## src/rtl/div_pkg.sv

```systemverilog
// Shared types and widths for the 64/32 unsigned divider.
package div_pkg;
    localparam int DIVIDEND_W = 64;
    localparam int DIVISOR_W  = 32;
    localparam int CNT_W      = 6;

    typedef enum logic [1:0] {
        IDLE,
        RUN,
        ZERO
    } state_t;
endpackage

```

## src/rtl/div_step.sv

```systemverilog
// One restoring-division step: shift in a dividend bit, conditionally subtract.
import div_pkg::*;

module div_step (
    input  logic [DIVISOR_W-1:0] rem,
    input  logic                 dividend_bit,
    input  logic [DIVISOR_W-1:0] divisor,
    output logic [DIVISOR_W-1:0] new_rem,
    output logic                 q_bit
);
    logic [DIVISOR_W:0] partial;

    assign partial = {rem, dividend_bit};
    assign q_bit   = (partial >= {1'b0, divisor});
    // rem < divisor, so partial - divisor always fits DIVISOR_W bits
    assign new_rem = q_bit ? DIVISOR_W'(partial - {1'b0, divisor})
                           : partial[DIVISOR_W-1:0];
endmodule

```

## src/rtl/div64x32.sv

```systemverilog
// Multi-cycle 64/32 unsigned restoring divider, one quotient bit per clock.
import div_pkg::*;

module div64x32 (
    input  logic                  clk,
    input  logic                  reset,
    input  logic                  start,
    input  logic [DIVIDEND_W-1:0] dividend,
    input  logic [DIVISOR_W-1:0]  divisor,
    output logic                  busy,
    output logic [DIVIDEND_W-1:0] quotient,
    output logic [DIVISOR_W-1:0]  remainder,
    output logic                  div_by_zero
);
    state_t                state;
    state_t                next_state;
    logic [CNT_W-1:0]      cnt;
    logic [DIVIDEND_W-1:0] dvd;
    logic [DIVISOR_W-1:0]  dvs;
    logic [DIVISOR_W-1:0]  rem;
    logic [DIVIDEND_W-1:0] quo;
    logic [DIVISOR_W-1:0]  step_rem;
    logic                  step_q;

    div_step u_step (
        .rem         (rem),
        .dividend_bit(dvd[DIVIDEND_W-1]),
        .divisor     (dvs),
        .new_rem     (step_rem),
        .q_bit       (step_q)
    );

    always_comb begin
        next_state = state;
        unique case (state)
            IDLE: begin
                if (start)
                    next_state = (divisor == '0) ? ZERO : RUN;
            end
            RUN: begin
                if (cnt == '0)
                    next_state = IDLE;
            end
            ZERO:    next_state = IDLE;
            default: next_state = IDLE;
        endcase
    end

    always_ff @(posedge clk or posedge reset) begin
        if (reset) begin
            state       <= IDLE;
            busy        <= 1'b0;
            cnt         <= '0;
            dvd         <= '0;
            dvs         <= '0;
            rem         <= '0;
            quo         <= '0;
            quotient    <= '0;
            remainder   <= '0;
            div_by_zero <= 1'b0;
        end else begin
            state <= next_state;
            busy  <= (next_state != IDLE);
            unique case (state)
                IDLE: begin
                    if (start) begin
                        dvd <= dividend;
                        dvs <= divisor;
                        rem <= '0;
                        quo <= '0;
                        cnt <= (divisor != '0) ? CNT_W'(63) : '0;
                    end
                end
                RUN: begin
                    dvd <= dvd << 1;
                    rem <= step_rem;
                    quo <= {quo[DIVIDEND_W-2:0], step_q};
                    cnt <= cnt - CNT_W'(1);
                    if (cnt == '0) begin
                        quotient    <= {quo[DIVIDEND_W-2:0], step_q};
                        remainder   <= step_rem;
                        div_by_zero <= 1'b0;
                    end
                end
                ZERO: begin
                    quotient    <= '1;
                    remainder   <= dvd[DIVISOR_W-1:0];
                    div_by_zero <= 1'b1;
                end
                default: ;
            endcase
        end
    end
endmodule
```

## config.mk

```make
export PLATFORM = sky130hd
export DESIGN_NAME = div64x32
export DESIGN_NICKNAME = d
export VERILOG_FILES = /design/src/rtl/div_pkg.sv /design/src/rtl/div_step.sv /design/src/rtl/div64x32.sv
export SDC_FILE = /design/constraint.sdc
export NUM_CORES = 1
export LEC_CHECK = 0
export BUFFER_PORTS_ARGS = -buffer_cell sky130_fd_sc_hd__buf_2
export CAP_MARGIN = 20
export CORE_MARGIN = 2
export CORE_UTILIZATION = 40
export CTS_CLUSTER_SIZE = 12
export DETAILED_ROUTE_END_ITERATION = 8
export GPL_ROUTABILITY_DRIVEN = 0
export PLACE_DENSITY = 0.68
export SYNTH_ARGS = -nofsm -noshare
export SYNTH_HDL_FRONTEND = slang
export SYNTH_SLANG_ARGS = --single-unit
```

## constraint.sdc

```tcl
create_clock -name clk -period 10.8 [get_ports clk]
set_clock_uncertainty 0.15 [all_clocks]
set_input_delay 1.08 -clock clk [delete_from_list [all_inputs] [get_ports clk]]
set_output_delay 1.08 -clock clk [all_outputs]
set_load 0.01 [all_outputs]
```

After elaboration in Yosys (flattened, before gate mapping)

Index checks and enable logic that the tools add are counted.

Input port bits: 99
Register bits after elaboration: 297
Output and inout port bits: 98
Logic and storage cells: 47

Add/subtract/negate cells: 2
Muxes and demuxes: 20
Eq/ne operators: 4
$lt $le $gt $ge: 1
Reductions and logical operators: 10

Operators by type and width:

| operator            | number |
|---|---|
| $pmux 64 s2         | 2 |
| $mux 64             | 2 |
| $pmux 32 s2         | 2 |
| $pmux 63 s2         | 1 |
| $mux 32             | 3 |
| $mux 63             | 1 |
| $ge 33x32->1        | 1 |
| $logic_not 32->1    | 1 |
| $reduce_bool 32->1  | 1 |
| $sub 32x32->32      | 1 |
| $mux 6              | 2 |
| $pmux 6 s2          | 1 |
| $logic_not 6->1     | 1 |
| $mux 2              | 3 |
| $reduce_and 2->1    | 3 |
| $reduce_bool 2->1   | 3 |
| $sub 6x1->6 const B | 1 |
| $ne 2x2->1 const B  | 2 |
| $pmux 2 s2          | 1 |
| $eq 2x1->1 const B  | 1 |
| $eq 2x2->1 const B  | 1 |
| $logic_not 2->1     | 1 |
| $pmux 1 s2          | 1 |
| $mux 1              | 1 |

Logic depth before layout (Yosys ltp)

Gate-level depths: netlist (run 1).

Depth in word-level cells: 5
Mapped depth: 13
Gate-level depth less buffers: 12

Modules after synthesis

A second synthesis (run 1) with hierarchy kept.

Cell total of the unflattened synthesis: 1,541
Area, all modules: 15,085.7 um^2

By module, submodules not included:

| module   | times used | area each (um^2) | cells each |
|---|---|---|---|
| div64x32 | 1          | 12,754.7         | 1,218 |
| div_step | 1          | 2,331.0          | 323 |

Least setup slack after synthesis (run 1)

No wires, ideal clock.

Path kind: reg2reg
Start point: register dvd[63]
End point: register remainder[28]
Slack: 7.742 ns
Cell stages (with the launch flop): 13
Setup time: 0.133 ns
Period minus slack after synthesis: 3.058 ns
Data arrival time: 2.776 ns
Path through: dfrtp_1 -> inv_1 -> ha_1 -> inv_1 -> fa_1 -> a21o_1 -> a22o_1 -> o31a_1 -> a211oi_2 -> o311ai_0 -> or3_1 -> a31oi_1 -> a21oi_1

Cells in the longest elaborated chain, start to end: 4
Elaborated cells on any way between the ends: 5

RTL lines:

| item                                                  | RTL line                       | RTL |
|---|---|---|
| start, declared                                       | div64x32.sv:18                 | `logic [DIVIDEND_W-1:0] dvd;` |
| start signal, assigned                                | div64x32.sv:67                 | `dvd <= dividend;` |
| start signal, assigned                                | div64x32.sv:75                 | `dvd <= dvd << 1;` |
| $sub 32x32->32 / $ge 33x32->1 (equally long branches) | div_step.sv:16, div_step.sv:14 |  |
| $mux 32 *                                             | div_step.sv:16                 | `assign new_rem = q_bit ? DIVISOR_W'(partial - {1'b0, divisor})` |
| $mux 32 *                                             | div64x32.sv:79                 | `if (cnt == '0) begin` |
| $pmux 32 s2 *                                         | div64x32.sv:64                 | `unique case (state)` |
| end signal, assigned                                  | div64x32.sv:81                 | `remainder <= step_rem;` |
| end signal, assigned                                  | div64x32.sv:87                 | `remainder <= dvd[DIVISOR_W-1:0];` |
| end, declared                                         | div64x32.sv:12                 | `output logic [DIVISOR_W-1:0] remainder,` |

Every way passes the cells marked *; elsewhere a longest branch is shown, timed or not. The select of a mux whose other input is x is not followed.
A chain may end at the register's enable or synchronous reset.

Final worst setup path (run 1)

Start point: register rem[0]
End point: register rem[10]

Cells in the longest elaborated chain, start to end: 3
Elaborated cells on any way between the ends: 4

RTL lines:

| item                                                  | RTL line                       | RTL |
|---|---|---|
| start, declared                                       | div64x32.sv:20                 | `logic [DIVISOR_W-1:0] rem;` |
| start signal, assigned                                | div64x32.sv:76                 | `rem <= step_rem;` |
| $sub 32x32->32 / $ge 33x32->1 (equally long branches) | div_step.sv:16, div_step.sv:14 |  |
| $mux 32 *                                             | div_step.sv:16                 |  |
| $pmux 32 s2 *                                         | div64x32.sv:64                 |  |

Every way passes the cells marked *; elsewhere a longest branch is shown, timed or not.

==> flow_summary.toml, run 1 <==
[global_route]
grt_pass1_vias = 11400
overflow = 0
grt_usage_pct = 21.3
grt_pass1_wl_um = 62600
antenna_found_initial = 2
grt_max_degree = 164

[cts]
h-tree-depth = 2
root_buffer = "clkbuf_16"
cts.sinks = 297
cts_setup_buffers = 0
clk_path_buf_depth = 3
cts_tree = "done"
clkSlewWorstSetupHoldPaths_ns = 0.06
cts_resized = 0
cts_buffers = 35
hold_buffers = 0
clock_latency_ns = 0.51

[floorplanning]
coreArea_um2 = 34500
die_h_um = 191
start_util_pct = 40.6
die_area_um2 = 36600
die_x_um = 191
rows = 68
pin_count = 197

[setup_path]
cp_slowest_stage_delay_ns = 0.70
worstSetupStartpointType = "flip-flop"
critical_path_class = "flip-flop to flip-flop"
crit_family = "compound AO/OA/AOI/OAI gates"
crit_fanout = 17
crit_path_start = "rem[0]"
cp_common_cell = "o31a_1"
cp-end-kind = "flip-flop"
crit_required_ns = 11.07
cp.arrival_ns = 3.86
timing.rr.start = "rem[0]"
worst_path_max_delay_cell = "a21oi_2"
path_cells = "ha_1 -> nor2b_1 -> o31a_1 -> o31a_1 -> o31ai_4 -> o21ai_1 -> a21oi_2 -> a21oi_1 -> o21ai_0"
worst-path-buf-inv = 0

[sta]
fin_crit_ns = 3.59
relSlewSlack_pct = 28.4
rsz0062_at_grt = "no"
setup_viol = 0
slew_viol_final = 0
finalSetupTns_ns = 0
tightest_slew_ns = 1.07
fin_crit_sh_pct = 33.2
finalHoldViolations = 0
fmax_mhz = 279

[layout]
area_delta_synth_final_pct = 17.3
n_fill_cell = 3332
layout-drive-gt1-share_pct = 17.4
final_util_pct = 47.7
multi_input_area_um2 = 6060
ff_latch_area_um2 = 7430
fin_nets = 1735
final_cells = 2079

[place]
dp_cells = 2018
hpwl_um = 26000
port_buffers = 196

[power_and_ir_drop]
max-vdd-ir-drop_v = 0.000101
powerDensity_nw_per_um2 = 144
p_leak_nw = 8.13

[synthesis]
syn_area_per_cell_um2 = 9.61
syn-num-nets = 1595
ys_warn_count = 0
ys_ff_latch = 297
seq_area_frac_synth_pct = 52.9
synth-main-ff-cell = "dfrtp_1"
synthesis.area_um2 = 14000
synth_area_leaders = "dfrtp_1, nand2_1, o21ai_0"
synth_top_area_share_pct = 52.9
async_flop_share_pct = 100
synth_cell_types = 63
yosysTopAreaCell = "dfrtp_1"
synth_edf_count = 0
postSynthCellCount = 1461
synth_common_cells = "nand2_1, dfrtp_1, o21ai_0"
synth.most_common_cell = "nand2_1"

[route]
drt_iter0_markers = 967
route.detailed.drc = 0
routed_wl_um = 38600
vias = 11700
wl_per_cell_um = 18.6
drtAntennaViolNets = 0
dr.pass1.iters = 5
post_drt_via_cell_ratio = 5.64

[hold_path]
hp-start = "div_by_zero"
hp-class = "flip-flop to flip-flop"

[job]
drv_cap = 0

[outcome]
outcome = "completed"
worst reg2reg max path: cells and delay by family (launching register included):
family | cells | cell delay, ns
fa+ha+maj | 1 | 0.31
compound gates | 7 | 2.47
flops | 1 | 0.43
simple gates | 1 | 0.15
report_power, final:
group	switching (mW)	internal (mW)	leakage (nW)	total, mW
combinational	0.0444	0.0239	3.65	0.0683
sequential	0.00669	1.12	3.92	1.13
clock	0.466	0.706	0.567	1.17
total	0.517	1.85	8.13	2.37
registers in the layout, summed over array words and instances (netlist names):
signal / cells
dvs: 32
cnt: 6
rem: 32
busy: 1
dvd: 64
remainder: 32
quotient: 64
div_by_zero: 1
quo: 63
state: 2
per-layer routing:
layer | part of all wire [%] | up-vias | GRT usage, % | routed length [um]
li1 | - | 5469 | - | -
met1 | 43 | 5780 | 29.2 | 16600
met2 | 46 | 381 | 33.1 | 17700
met3 | 6.4 | 85 | 3.76 | 2480
met4 | 4.7 | 2 | 9.41 | 1810
met5 | 0.034 | - | 0 | 13
logic make-up after synthesis:
group	after synthesis	share of synthesized area (%)
compound gates	412	18.9
xor+xnor	26	1.62
fa+ha+maj	35	3.17
buf+inv	147	4.17
flops	297	52.9
mux	50	3.57
simple gates	494	15.7
final timing paths:
path / to / slack (ns) / cells past startpoint
worst max-delay path: rem[10] / 7.21 / 9
worst max register to register: rem[10] / 7.21 / 9
max in group asynchronous: dvs[10] / 8.36 / 3
worst min register to register: div_by_zero / 0.32 / 2
min in group asynchronous: quotient[46] / 0.58 / 2
worst min-delay path: div_by_zero / 0.32 / 2
placed cells by master (no fill, tap or decap), types with 34 or more instances in the layout:
cell type	n
ha_1	34
mux2i_1	50
a22oi_1	34
nand3_1	84
nand2_1	302
buf_2	196
o21ai_0	127
a21oi_1	64
a22o_1	64
dfrtp_1	297
clkbuf_16	35
inv_1	41
o21ai_1	40
layout make-up:
class / count / area share [%]
multi-input cells: 1017 / 36.8
diodes: 1 / 0.0152
flip-flops and latches: 297 / 45.1
inverters: 42 / 1.00
clock buffers: 48 / 6.16
repair buffers: 208 / 6.66
well taps: 455 / 3.46
clock inverters: 11 / 0.752
per-stage QoR:
step	worst slack [ns]	total power [mW]	hold WS, ns	area [um^2]
2_1_floorplan	1.37	1.18	0.299	14000
3_5_place_dp	7.23	1.22	0.313	15300
6_report	7.21	2.37	0.321	16500
4_1_cts	7.22	2.40	0.326	16400
3_3_place_gp	7.27	1.22	0.308	15300
5_1_grt	6.97	2.45	0.334	16500
Note: power is estimated with default switching activity, not from simulation.
==> run 2: changes to the inputs <==
- clock period: 10.8 -> 3.63 ns (I/O delays scaled with it)
==> flow_summary.toml, run 2 (synthesized netlist as in run 1, its figures left out) <==
[sta]
fmax_mhz = 297
rsz0062_at_grt = "no"
finalWorstSetupSlack_ns = 0.264
tightest_slew_ns = 0.937
fin_crit_sh_pct = 92.7
slew_viol_final = 0
setup_viol = 0
relSlewSlack_pct = 37.5
finalHoldViolations = 0
finalSetupTns_ns = 0
timing.hold.ws_ns = 0.0109
fin_crit_ns = 3.37

[setup_path]
critPathCapture = "remainder[28]"
reg2reg_depth = 12
crit_path_start = "dvd[63]"
path_cells = "inv_1 -> ha_1 -> inv_1 -> fa_1 -> a21o_1 -> a22o_1 -> o31a_1 -> a211oi_2 -> o311ai_0 -> or3_1 -> a31oi_1 -> a21oi_1"
r2r_slack_ns = 0.26
crit_required_ns = 3.87
worst_path_max_delay_cell = "fa_1"
crit_fanout = 3
worstSetupStartpointType = "flip-flop"
cp_slowest_stage_delay_ns = 0.40
cp.arrival_ns = 3.61
critical_path_class = "flip-flop to flip-flop"
timing.rr.end = "remainder[28]"
timing.rr.start = "dvd[63]"
cp_common_cell = "inv_1"
cp-end-kind = "flip-flop"

[cts]
clock_latency_ns = 0.51
cts.sinks = 297
clkSlewWorstSetupHoldPaths_ns = 0.06
h-tree-depth = 2
cts_tree = "done"
cts_buffers = 34
cts_setup_buffers = 0
cts_resized = 0
clk_path_buf_depth = 3
root_buffer = "clkbuf_16"

[place]
dp_cells = 2032
hpwl_um = 26600
place_ws_ns = 0.315
port_buffers = 196

[layout]
multi_input_area_um2 = 6060
area_delta_synth_final_pct = 22.5
layout-drive-gt1-share_pct = 17.0
ff_latch_area_um2 = 7430
reg_top3 = "dvd x64, quotient x64, quo x63"
n_fill_cell = 3252
final_cell_mix = "nand2_1, dfrtp_1, buf_2"
final_common_cell = "nand2_1"
fin_nets = 1818
final_cells = 2163

[global_route]
grt_pass1_vias = 11700
overflow = 0
grt_max_degree = 135
grt_usage_pct = 21.2
grt_pass1_wl_um = 62300
antenna_found_initial = 4

[route]
drtAntennaViolNets = 0
wl_per_cell_um = 18.0
drt-met1-wl_um = 16600
dr.pass1.iters = 5
wl_met3_um = 2760
post_drt_via_cell_ratio = 5.50
drt_iter0_markers = 783
route.detailed.drc = 0
vias = 11900
wl_met2_um = 18000
routed_wl_um = 39000
routed.top_layer = "met5"

[floorplanning]
rows = 68
die_area_um2 = 36600
start_util_pct = 40.6
coreArea_um2 = 34500
die_x_um = 191
die_h_um = 191
pin_count = 197

[power_and_ir_drop]
powerDensity_nw_per_um2 = 401
max-vdd-ir-drop_v = 0.000279
p_leak_nw = 8.44

[hold_path]
hp-class = "primary input to flip-flop"
hold_depth = 3

[job]
drv_cap = 0

[outcome]
outcome = "completed"
## run 2: cell types whose count changed in the layout (fill, tap and decap cells not counted), sizes merged, moves of 2 or more
cell         delta
inv             -2
dlygate4sd3    +71
buf            +13
diode           +2
## run 2: critical path: cells and delay by family, from the launching register on
family | cells | cell delay (ns)
DFF | 1 | 0.39
buffers and inverters | 2 | 0.12
adders and majority gates | 2 | 0.56
and+or+nand+nor | 1 | 0.36
AOI/OAI and AO/OA | 7 | 1.65
## run 2: how the worst min path moves through the flow
stage	slack (ns)	end	from
floorplan	0.30	dvd[32]	dvd[32]
global placement	0.30	div_by_zero	div_by_zero
detailed placement	0.32	dvd[55]	dvd[55]
CTS	0.0000002	dvd[14]	dividend[14]
global route	0.01	dvd[20]	dividend[20]
finish	0.01	dvd[2]	dividend[2]
## run 2: repair_timing
action,CTS,global route
endpoints found under the hold margin,92,0
hold buffers,71,0
setup endpoints to repair,0,0
## run 2: where the power goes
| part | internal [mW] | total, mW | switching [mW] |
|---|---|---|---|
| Clock | 1.91 | 3.28 | 1.37 |
| Combinational | 0.124 | 0.268 | 0.144 |
| Sequential | 3.33 | 3.35 | 0.0189 |
| Total | 5.36 | 6.89 | 1.53 |
## run 2: final cells by class
class                      instances  share of cell area, %
multi-input combinational       1017                   35.3
tap                              455                   3.31
antenna                            3                 0.0436
timing repair buffer             292                   11.1
inverter                          42                  0.938
clock buffer                      47                   5.52
clock inverter                    10                  0.567
sequential                       297                   43.2
## run 2: through the flow
step,area [um^2],total power [mW],utilization (%)
after CTS,17200,6.98,49.8
after floorplan,14000,3.51,-
after global routing,17200,7.16,49.8
final,17200,6.89,49.8
after global placement,15400,3.62,44.7
after detailed placement,15400,3.62,44.7
## run 2: layer usage
| metal | global-route usage (%) | vias up |
|---|---|---|
| li1 | - | 5636 |
| met1 | 28.3 | 5772 |
| met2 | 33.4 | 408 |
| met3 | 4.44 | 84 |
| met4 | 9.17 | 2 |
| met5 | 0 | - |
